--- config.mk ---
export PLATFORM = sky130hd
export DESIGN_NAME = jtag_tap_ir_flat
export DESIGN_NICKNAME = d
export VERILOG_FILES = /design/src/rtl/jtag_tap_ir_if.sv /design/src/rtl/jtag_tap_ir.sv /design/src/flat_wrapper.sv
export SDC_FILE = /design/constraint.sdc
export NUM_CORES = 1
export LEC_CHECK = 0
export BUFFER_PORTS_ARGS = -buffer_cell sky130_fd_sc_hd__buf_2
export CAP_MARGIN = 5
export CELL_PAD_IN_SITES_DETAIL_PLACEMENT = 1
export CELL_PAD_IN_SITES_GLOBAL_PLACEMENT = 2
export CORE_MARGIN = 2
export CORE_UTILIZATION = 31
export CTS_CLUSTER_DIAMETER = 30
export CTS_CLUSTER_SIZE = 30
export DETAILED_ROUTE_END_ITERATION = 6
export HOLD_SLACK_MARGIN = 0.1
export PLACE_DENSITY = 0.91
export SLEW_MARGIN = 25
export SYNTH_ARGS = -nofsm -noshare
export SYNTH_HDL_FRONTEND = slang
export SYNTH_SLANG_ARGS = --single-unit
--- constraint.sdc ---
create_clock -name tclk -period 3.4 [get_ports tclk]
set_input_delay 1.02 -clock tclk [delete_from_list [all_inputs] [get_ports tclk]]
set_output_delay 1.02 -clock tclk [all_outputs]
set_load 0.005 [all_outputs]
--- src/rtl/jtag_tap_ir_if.sv ---
// Pin-side bundle of the JTAG TAP / instruction register block.
// The slave modport is the TAP itself; the master modport is the pin or chip-side driver.
interface jtag_tap_ir_if #(
  parameter int IR_W = 8
);
  logic            tms;
  logic            tdi;
  logic            dr_so;
  logic            tdo;
  logic            tdo_en;
  logic [IR_W-1:0] ir_out;
  logic            sel_bypass;
  logic            capture_dr;
  logic            shift_dr;
  logic            update_dr;
  logic [3:0]      tap_state;

  modport master (
    output tms, tdi, dr_so,
    input  tdo, tdo_en, ir_out, sel_bypass, capture_dr, shift_dr, update_dr, tap_state
  );

  modport slave (
    input  tms, tdi, dr_so,
    output tdo, tdo_en, ir_out, sel_bypass, capture_dr, shift_dr, update_dr, tap_state
  );
endinterface

--- src/rtl/jtag_tap_ir.sv ---
// IEEE 1149.1 TAP controller with an integrated instruction register.
// Generates IR capture/shift/update internally and decodes the DR-side strobes for the data registers.
module jtag_tap_ir #(
  parameter int              IR_W         = 8,
  parameter logic [IR_W-1:0] RESET_INSTR  = {IR_W{1'b1}},
  parameter bit              CAPTURE_MODE = 1'b0,
  parameter logic [IR_W-1:0] CAPTURE_PAT  = {{(IR_W-2){1'b0}}, 2'b01}
) (
  input  logic          tclk,
  input  logic          treset,
  jtag_tap_ir_if.slave  tap
);

  // Encodings follow the standard 1149.1 state assignment so tap_state can be read directly.
  typedef enum logic [3:0] {
    TLR    = 4'hF,
    RTI    = 4'hC,
    SEL_DR = 4'h7,
    CAP_DR = 4'h6,
    SH_DR  = 4'h2,
    EX1_DR = 4'h1,
    PAU_DR = 4'h3,
    EX2_DR = 4'h0,
    UPD_DR = 4'h5,
    SEL_IR = 4'h4,
    CAP_IR = 4'hE,
    SH_IR  = 4'hA,
    EX1_IR = 4'h9,
    PAU_IR = 4'hB,
    EX2_IR = 4'h8,
    UPD_IR = 4'hD
  } tap_state_e;

  tap_state_e      state_q;
  tap_state_e      state_d;
  logic [IR_W-1:0] shift_q;
  logic [IR_W-1:0] ir_q;
  logic [IR_W-1:0] capture_val;

  // NOTE: sequential state uses non-blocking assignments so every register samples pre-edge values.
  always_ff @(posedge tclk) begin
    if (treset) begin
      state_q <= TLR;
    end else begin
      state_q <= state_d;
    end
  end

  // NOTE: state_d gets a default before the case so no path leaves it unassigned (no latch).
  always_comb begin
    state_d = state_q;
    unique case (state_q)
      TLR:    state_d = tap.tms ? TLR    : RTI;
      RTI:    state_d = tap.tms ? SEL_DR : RTI;
      SEL_DR: state_d = tap.tms ? SEL_IR : CAP_DR;
      CAP_DR: state_d = tap.tms ? EX1_DR : SH_DR;
      SH_DR:  state_d = tap.tms ? EX1_DR : SH_DR;
      EX1_DR: state_d = tap.tms ? UPD_DR : PAU_DR;
      PAU_DR: state_d = tap.tms ? EX2_DR : PAU_DR;
      EX2_DR: state_d = tap.tms ? UPD_DR : SH_DR;
      UPD_DR: state_d = tap.tms ? SEL_DR : RTI;
      SEL_IR: state_d = tap.tms ? TLR    : CAP_IR;
      CAP_IR: state_d = tap.tms ? EX1_IR : SH_IR;
      SH_IR:  state_d = tap.tms ? EX1_IR : SH_IR;
      EX1_IR: state_d = tap.tms ? UPD_IR : PAU_IR;
      PAU_IR: state_d = tap.tms ? EX2_IR : PAU_IR;
      EX2_IR: state_d = tap.tms ? UPD_IR : SH_IR;
      UPD_IR: state_d = tap.tms ? SEL_DR : RTI;
      default: state_d = TLR;
    endcase
  end

  // Mode 1 reflects the upper instruction bits back so the host can read the active opcode.
  assign capture_val = CAPTURE_MODE ? {ir_q[IR_W-1:2], 2'b01} : CAPTURE_PAT;

  // The shift stage only moves in Capture/Shift-IR; the active instruction only in Update-IR or TLR.
  always_ff @(posedge tclk) begin
    if (treset) begin
      shift_q <= '0;
      ir_q    <= RESET_INSTR;
    end else begin
      unique case (state_q)
        TLR:     ir_q    <= RESET_INSTR;
        CAP_IR:  shift_q <= capture_val;
        SH_IR:   shift_q <= {tap.tdi, shift_q[IR_W-1:1]};
        UPD_IR:  ir_q    <= shift_q;
        default: ;
      endcase
    end
  end

  // All outputs decode registered state only, so none can glitch with TMS.
  always_comb begin
    tap.tdo = 1'b0;
    if (state_q == SH_IR) begin
      tap.tdo = shift_q[0];
    end else if (state_q == SH_DR) begin
      tap.tdo = tap.dr_so;
    end
  end

  assign tap.tdo_en     = (state_q == SH_IR) || (state_q == SH_DR);
  assign tap.ir_out     = ir_q;
  assign tap.sel_bypass = (ir_q == {IR_W{1'b1}});
  assign tap.capture_dr = (state_q == CAP_DR);
  assign tap.shift_dr   = (state_q == SH_DR);
  assign tap.update_dr  = (state_q == UPD_DR);
  assign tap.tap_state  = state_q;

endmodule

--- src/flat_wrapper.sv ---
// flat-port wrapper written by rule: the top's interface ports become plain ports
module jtag_tap_ir_flat 
#(
  parameter int              IR_W         = 8,
  parameter logic [IR_W-1:0] RESET_INSTR  = {IR_W{1'b1}},
  parameter bit              CAPTURE_MODE = 1'b0,
  parameter logic [IR_W-1:0] CAPTURE_PAT  = {{(IR_W-2){1'b0}}, 2'b01}
)
  (tclk, treset, tap_tms, tap_tdi, tap_dr_so, tap_tdo, tap_tdo_en, tap_ir_out, tap_sel_bypass, tap_capture_dr, tap_shift_dr, tap_update_dr, tap_tap_state);
  jtag_tap_ir_if #(.IR_W(IR_W)) tap_i ();
  input  logic tclk;
  input  logic treset;
  input wire logic [$bits(tap_i.tms)-1:0] tap_tms;
  input wire logic [$bits(tap_i.tdi)-1:0] tap_tdi;
  input wire logic [$bits(tap_i.dr_so)-1:0] tap_dr_so;
  output wire logic [$bits(tap_i.tdo)-1:0] tap_tdo;
  output wire logic [$bits(tap_i.tdo_en)-1:0] tap_tdo_en;
  output wire logic [$bits(tap_i.ir_out)-1:0] tap_ir_out;
  output wire logic [$bits(tap_i.sel_bypass)-1:0] tap_sel_bypass;
  output wire logic [$bits(tap_i.capture_dr)-1:0] tap_capture_dr;
  output wire logic [$bits(tap_i.shift_dr)-1:0] tap_shift_dr;
  output wire logic [$bits(tap_i.update_dr)-1:0] tap_update_dr;
  output wire logic [$bits(tap_i.tap_state)-1:0] tap_tap_state;
  assign tap_i.tms = tap_tms;
  assign tap_i.tdi = tap_tdi;
  assign tap_i.dr_so = tap_dr_so;
  assign tap_tdo = tap_i.tdo;
  assign tap_tdo_en = tap_i.tdo_en;
  assign tap_ir_out = tap_i.ir_out;
  assign tap_sel_bypass = tap_i.sel_bypass;
  assign tap_capture_dr = tap_i.capture_dr;
  assign tap_shift_dr = tap_i.shift_dr;
  assign tap_update_dr = tap_i.update_dr;
  assign tap_tap_state = tap_i.tap_state;
  jtag_tap_ir #(.IR_W(IR_W), .RESET_INSTR(RESET_INSTR), .CAPTURE_MODE(CAPTURE_MODE), .CAPTURE_PAT(CAPTURE_PAT)) u_core (.tclk(tclk), .treset(treset), .tap(tap_i));
endmodule
Yosys cells after proc, flatten, opt, wreduce, memory -nomap -nowiden
Cells that the tools add are included.
- flip-flop bits (word level): 20
- input bits: 5
- output and inout bits: 18
- word-level logic and storage cells: 43
- eq/ne operators: 16
- multiplexer cells: 17
- reduce and logical (&&, ||, !) cells: 7
- operators by type and width (operator ; count):
    4-bit one-hot mux with 12 select lines ; 1
    4-bit equality test (second input constant) ; 8
    8-bit one-hot mux with 2 select lines ; 2
    4-bit by 3-bit equality test with 1-bit output (second input constant) ; 4
    2-bit 2-to-1 mux ; 6
    3-bit 2-to-1 mux ; 4
    4-bit by 2-bit equality test with 1-bit output (second input constant) ; 2
    8-bit equality test (second input constant) ; 1
    4-bit by 1-bit equality test with 1-bit output (second input constant) ; 1
    4-bit zero test ; 1
    4-bit 2-to-1 mux ; 1
    2-bit nonzero test ; 2
    2-bit OR reduction ; 2
    1-bit 2-to-1 mux ; 3
    3-bit OR reduction ; 1
    1-bit logical OR ; 1

Longest topological paths before layout
Gate-level depths: netlist of run 1.
- depth in word-level cells: 3
- gate-level depth with buffers: 4
- mapped depth without buffers: 3

Worst setup path after synthesis of run 1
No wires, ideal clock.
- path kind: input to output
- from: input tap_dr_so
- to: output tap_tdo
- arrival: 1183 ps
- data required time: 2380 ps
- slack: 1197 ps
- cell stages on the path: 2
- buffers on the path: 0
- cell sequence: mux2i_1 -> nor2_1
- cells in the longest elaborated chain, start to end: 2
- RTL lines (element ; line ; RTL):
    from (decl) ; flat_wrapper.sv:15 ; input wire logic [$bits(tap_i.dr_so)-1:0] tap_dr_so;
    1-bit 2-to-1 mux ; jtag_tap_ir.sv:97 ; end else if (state_q == SH_DR) begin
    1-bit 2-to-1 mux ; jtag_tap_ir.sv:95 ; if (state_q == SH_IR) begin
    to (decl) ; flat_wrapper.sv:16 ; output wire logic [$bits(tap_i.tdo)-1:0] tap_tdo;
Every way passes these cells.

Final worst setup path of run 1
- from: register u_core.state_q[1], in the netlist u_core.tap.tap_state[1]
- to: output tap_tdo
- cells in the longest elaborated chain, start to end: 3
- elaborated cells on any way between the ends: 4
- classes of those cells: 2 x eq/ne; 2 x mux
- RTL lines (element ; line ; RTL):
    from (decl) ; jtag_tap_ir.sv:34 ; tap_state_e state_q;
    from (signal assigned) ; jtag_tap_ir.sv:45 ; state_q <= state_d;
    4-bit by 2-bit equality test with 1-bit output ; jtag_tap_ir.sv:97 ;
    1-bit 2-to-1 mux ; jtag_tap_ir.sv:97 ;
    1-bit 2-to-1 mux * ; jtag_tap_ir.sv:95 ;
Every way passes the cells marked *; elsewhere a longest branch is shown, timed or not.

==> flow_summary.yaml, run 1 <==
drt:
  routed_wirelength_mm: 1.943
  firstDrtPassIters: 3
  vias_per_cell: 5.331
  drtIter0Drc: 8
  wire_per_inst_um: 13.40
  vias: 773
  antenna_left: 0
  drc: 0
sta:
  period_share_pct: 76.33
  setup_slack_ns: 0.8048
  skew_ns: 0.002638
  final_hold_viol_count: 0
  max_freq_mhz: 385.3
  rsz0062_at_grt: "no"
  finalSetupTns_ns: 0
  drv_slew: 0
  tightest_slew_ns: 0.5756
  setup_viol_count_final: 0
  period_minus_slack_ns: 2.595
  slew_headroom_pct: 61.12
critical_path:
  cp-start-kind: "flip-flop"
  setup.worst_path.end_class: "primary output"
  path_buf_inv: 1
  crit_fanout: 13
  crit_chain: "or3b_4, nor2_1, buf_2"
  path_class: "flip-flop to primary output"
  crit_arrival_ns: 1.58
  critPathMaxStageDelay_ns: 0.58
  slowest_stage: "dfxtp_1"
  required_ns: 2.38
  critical-path-top-delay-family: "flip-flops"
yosys:
  synth_cell_type_count: 29
  netlist_instances: 95
  synth-seq-cells: 20
  syn-cell-area_um2: 840.8
  avgSynthCellArea_um2: 8.851
  synth_nets: 100
  async_flop_share_pct: 0
  ys_seq_area_share_pct: 47.62
  ys_warn_count: 0
  ys.flop_type: "dfxtp_1"
  synth_edf_count: 0
clock_tree:
  clock-sinks: 20
  clk_pin_slew_ns: 0.11
  post_cts_buffers: 0
  numCtsBuffers: 3
  htreeDepth: 1
  clockBufferDepth: 2
  clk_latency_ns: 0.30
  ctsHoldBuffers: 0
  tritoncts: "built"
  clockRootBuffer: "clkbuf_4"
  postCtsResizedCells: 0
place:
  pre_cts_ws_ns: 0.9774
  place_congestion: 0.6860
  placed_cells: 141
  port-buffer-count: 22
  placed_area_um2: 964.7
  place_hpwl_mm: 1.437
die:
  std_cell_rows: 18
  ios: 23
  dieArea_mm2: 0.003145
  core_mm2: 0.002522
  start_util_pct: 33.33
  die_w_um: 56.08
  die_h_um: 56.08
power:
  p_leak_nw: 0.4479
  irDropWorstVdd_mv: 0.2219
  p_per_area_mw_per_mm2: 556.6
  power_mw: 0.5571
global_route:
  grt_max_degree: 17
  grt_use_total_pct: 13.39
  grt_pass1_wl_mm: 3.284
  grt_overflow: 0
  antenna_found_initial: 0
  grt_pass1_vias: 694
final_layout:
  layout.nets: 121
  area_delta_synth_final_pct: 19.05
  drive_gt1_share_pct: 25.22
  final_common_cell: "buf_2"
  antennaDiodeCount: 0
  final_cells: 145
  nFillCells: 317
  regArea_um2: 400.4
  multi_input_area_um2: 405.4
  final_area_mm2: 0.001001
  most-common-layout-cells: "22 x buf_2, 20 x dfxtp_1, 14 x nand2_1"
status:
  status: "complete, no violations"
flow_run:
  cap_violations: 0
worst_hold_path:
  hp-class: "flip-flop to flip-flop"
worst paths after layout:
kind / from / end / slack (ns) / depth (start not counted)
hold reg to reg: u_core.tap.ir_out[0]$_SDFFE_PP1P_ / u_core.tap.ir_out[0]$_SDFFE_PP1P_ / 0.50 / 2
setup reg to reg: u_core.tap.tap_state[1]$_SDFF_PP1_ / u_core.shift_q[7]$_SDFFE_PP0N_ / 1.79 / 3
hold / removal: u_core.tap.ir_out[0]$_SDFFE_PP1P_ / u_core.tap.ir_out[0]$_SDFFE_PP1P_ / 0.50 / 2
setup / recovery: u_core.tap.tap_state[1]$_SDFF_PP1_ / tap_tdo / 0.80 / 3
logic make-up (layout without fill, tap and decap cells):
| group | after synthesis | count (layout) | synth area share [%] |
|---|---|---|---|
| flops | 20 | 20 | 47.62 |
| buf+inv | 9 | 29 | 4.166 |
| simple gates | 46 | 46 | 29.17 |
| mux | 1 | 1 | 1.191 |
| compound gates | 19 | 19 | 17.86 |
cell type report:
type | count | area share (%)
timing repair buffer | 22 | 11.00
tap | 30 | 3.750
inverter | 3 | 1.125
sequential | 20 | 40.00
clock buffer | 4 | 3.625
multi-input combinational | 66 | 40.50
where the power goes:
part	internal [mW]	total, mW	switching (mW)
Sequential	0.260	0.298	0.0377
Clock	0.0653	0.137	0.0712
Combinational	0.0603	0.123	0.0628
Total	0.385	0.557	0.172
per-stage QoR:
stage                     util [%]  hold slack (ns)
after floorplan                  -           0.4605
after global placement       38.24           0.4769
after detailed placement     38.24           0.4814
after CTS                    39.68           0.4988
after global routing         39.68           0.5311
final                        39.68           0.4967
layer usage:
metal	global-route usage [%]	routed length [um]	share of wire [%]	up-vias
li1	-	-	-	378
met1	16.67	934	48	368
met2	20.84	874	45	23
met3	3.023	91	4.7	4
met4	8.163	43	2.2	0
met5	0	0	0	-
flip-flops by register name, indices dropped and copies added, names as in the netlist:
name                  cells
u_core.shift_q            8
u_core.tap.ir_out         8
u_core.tap.tap_state      4
worst register-to-register path: stages (launching register included):
cell,delay (ns)
dfxtp_1,0.58
or3b_4,0.47
nor3b_4,0.33
a22o_1,0.19
cell usage after synthesis, types with 2 or more instances:
cell type	count	area, um2
nor2_1	9	33.78
nor3b_1	2	15.01
nor3_1	3	15.01
nand4_1	2	12.51
a22o_1	7	61.31
o21bai_1	2	15.01
inv_1	3	11.26
clkbuf_1	5	18.77
nand3_1	8	40.04
a21oi_1	2	10.01
dfxtp_1	20	400.4
o211ai_1	2	15.01
nand2_1	14	52.55
No activity file was read; power rests on OpenSTA's default activity.
==> run 2: changes to the inputs <==
--- a/config.mk
+++ b/config.mk
@@ -10,12 +10,12 @@
 export CELL_PAD_IN_SITES_DETAIL_PLACEMENT = 1
 export CELL_PAD_IN_SITES_GLOBAL_PLACEMENT = 2
 export CORE_MARGIN = 2
-export CORE_UTILIZATION = 31
+export CORE_UTILIZATION = 29
 export CTS_CLUSTER_DIAMETER = 30
 export CTS_CLUSTER_SIZE = 30
 export DETAILED_ROUTE_END_ITERATION = 6
 export HOLD_SLACK_MARGIN = 0.1
-export PLACE_DENSITY = 0.91
+export PLACE_DENSITY = 0.87
 export SLEW_MARGIN = 25
 export SYNTH_ARGS = -nofsm -noshare
 export SYNTH_HDL_FRONTEND = slang
==> constraint.sdc (replaced) <==
create_clock -name tclk -period 2.6 [get_ports tclk]
set_input_delay 0.78 -clock tclk [delete_from_list [all_inputs] [get_ports tclk]]
set_output_delay 0.78 -clock tclk [all_outputs]
set_load 0.005 [all_outputs]
==> run 2 against run 1 <==
Combinational power up 32%. Clock power up 86%. Core utilization down 2.7 points. Setup slack worse by 0.51 ns. Via count down 1.4%. Wire length down 0.15%. Register-to-register slack worse by 0.77 ns. Cell area up 1.8%. Critical path depth unchanged. Clock-buffer cell count down 1. Critical endpoint unchanged.
==> flow_summary.yaml, run 2 (synthesis results as in run 1) <==
clock_tree:
  numCtsBuffers: 3
  clk_latency_ns: 0.30
  tritoncts: "built"
  ctsHoldBuffers: 0
  clk_pin_slew_ns: 0.12
  clockBufferDepth: 2
  htreeDepth: 1
  clock-sinks: 20
  postCtsResizedCells: 0
  post_cts_buffers: 0
  clockRootBuffer: "clkbuf_4"
critical_path:
  required_ns: 1.82
  reg2reg_from: "u_core.tap.tap_state[1]$_SDFF_PP1_"
  crit_arrival_ns: 1.53
  critPathMaxStageDelay_ns: 0.56
  cp-start-kind: "flip-flop"
  crit_fanout: 13
  crit_chain: "or3b_4, nor2_1, buf_2"
  reg2reg_depth: 3
  reg2reg_slack_ns: 1.02
  slowest_stage: "dfxtp_1"
  reg2reg_to: "u_core.shift_q[6]$_SDFFE_PP0N_"
  setup.worst_path.end_class: "primary output"
  path_class: "flip-flop to primary output"
power:
  switching_share_pct: 28.64
  combPwrFrac_pct: 20.1
  p_int_mw: 0.5743
  p_leak_nw: 0.4548
  clkPwrFrac_pct: 31.7
  irDropWorstVdd_mv: 0.4804
  power_mw: 0.8048
  power.switching_mw: 0.2305
  p_per_area_mw_per_mm2: 790.2
  seqPwrFrac_pct: 48.2
die:
  dieArea_mm2: 0.003346
  die_h_um: 57.85
  core_mm2: 0.002758
  die_w_um: 57.85
  ios: 23
  std_cell_rows: 19
  start_util_pct: 30.49
drt:
  antenna_left: 0
  drc: 0
  vias_per_cell: 5.219
  wire_per_inst_um: 13.29
  vias: 762
  firstDrtPassIters: 4
  drtIter0Drc: 7
  routed_wirelength_mm: 1.940
sta:
  max_freq_mhz: 433.3
  skew_ns: 0.007439
  rsz0062_at_grt: "no"
  final_hold_viol_count: 0
  period_share_pct: 88.76
  tightest_slew_ns: 0.5446
  setup_viol_count_final: 0
  slew_headroom_pct: 63.21
  finalSetupTns_ns: 0
  period_minus_slack_ns: 2.308
  drv_slew: 0
  hold_slack_ns: 0.4997
place:
  port-buffer-count: 22
  placed_area_um2: 965.9
  place_hpwl_mm: 1.434
  place_congestion: 0.7247
  placed_cells: 142
global_route:
  grt_use_total_pct: 13.04
  antenna_found_initial: 0
  grt_pass1_wl_mm: 3.408
  grt_overflow: 0
  grt_pass1_vias: 727
  grt_max_degree: 17
final_layout:
  layout.nets: 121
  multi_input_area_um2: 405.4
  area_delta_synth_final_pct: 21.13
  final_common_cell: "buf_2"
  final_area_mm2: 0.001018
  regArea_um2: 400.4
  nFillCells: 342
  drive_gt1_share_pct: 25.22
  most-common-layout-cells: "22 x buf_2, 20 x dfxtp_1, 14 x nand2_1"
  final_cells: 146
  antennaDiodeCount: 0
flow_run:
  cap_violations: 0
worst_hold_path:
  hold-path-cell-count: 2
  min_from: "u_core.tap.ir_out[1]$_SDFFE_PP1P_"
  holdPathEnd: "u_core.tap.ir_out[1]$_SDFFE_PP1P_"
  hp-class: "flip-flop to flip-flop"
status:
  status: "complete, no violations"
run 2: changes by cell type in the layout (fill, tap and decap cells not counted):
cell | before | now
clkbuf_8 | 1 | 0
bufinv_16 | 0 | 1
run 2: power groups by stage:
stage                     combinational (mW)  sequential, mW  clock (mW)
after floorplan                        0.121           0.374           0
after global placement                 0.161           0.394           0
after detailed placement               0.164           0.397           0
after CTS                              0.166           0.390       0.262
after global routing                   0.183           0.397       0.279
final                                  0.162           0.388       0.255
run 2: layer usage:
metal  global-route usage, %  vias to the layer above  wire length [um]
met5                       0                        -                 0
met3                   4.241                        0                86
li1                        -                      380                 -
met1                   17.36                      368               903
met2                   21.10                       14               950
met4                   1.993                        0                 0
run 2: worst max-delay path: cells and delay by family (launching register included):
kind          cells  cell delay, ns
buf+inv           1            0.11
flops             1            0.56
simple gates      2            0.56
run 2: area by class of cell:
type,instances,share of cell area [%]
Inverter,3,1.106
Clock buffer,3,2.211
Multi-Input combinational cell,66,39.80
Clock inverter,1,2.948
Timing Repair Buffer,22,10.81
Tap cell,31,3.808
Sequential cell,20,39.31
run 2: worst max path at each step:
stage	from	endpoint	slack, ns
2_1_floorplan	u_core.tap.tap_state[1]$_SDFF_PP1_	tap_capture_dr	0.75
4_1_cts	u_core.tap.tap_state[1]$_SDFF_PP1_	tap_tdo	0.26
3_3_place_gp	u_core.tap.tap_state[1]$_SDFF_PP1_	tap_tdo	0.64
3_5_place_dp	u_core.tap.tap_state[1]$_SDFF_PP1_	tap_tdo	0.60
6_report	u_core.tap.tap_state[1]$_SDFF_PP1_	tap_tdo	0.29
5_1_grt	u_core.tap.tap_state[1]$_SDFF_PP1_	tap_shift_dr	0.16
run 2: per-stage QoR:
stage               worst slack, ns  util, %
floorplan                    0.7547        -
global placement             0.6395    35.03
detailed placement           0.6007    35.03
CTS                          0.2599    36.93
global route                 0.1583    36.93
finish                       0.2922    36.93
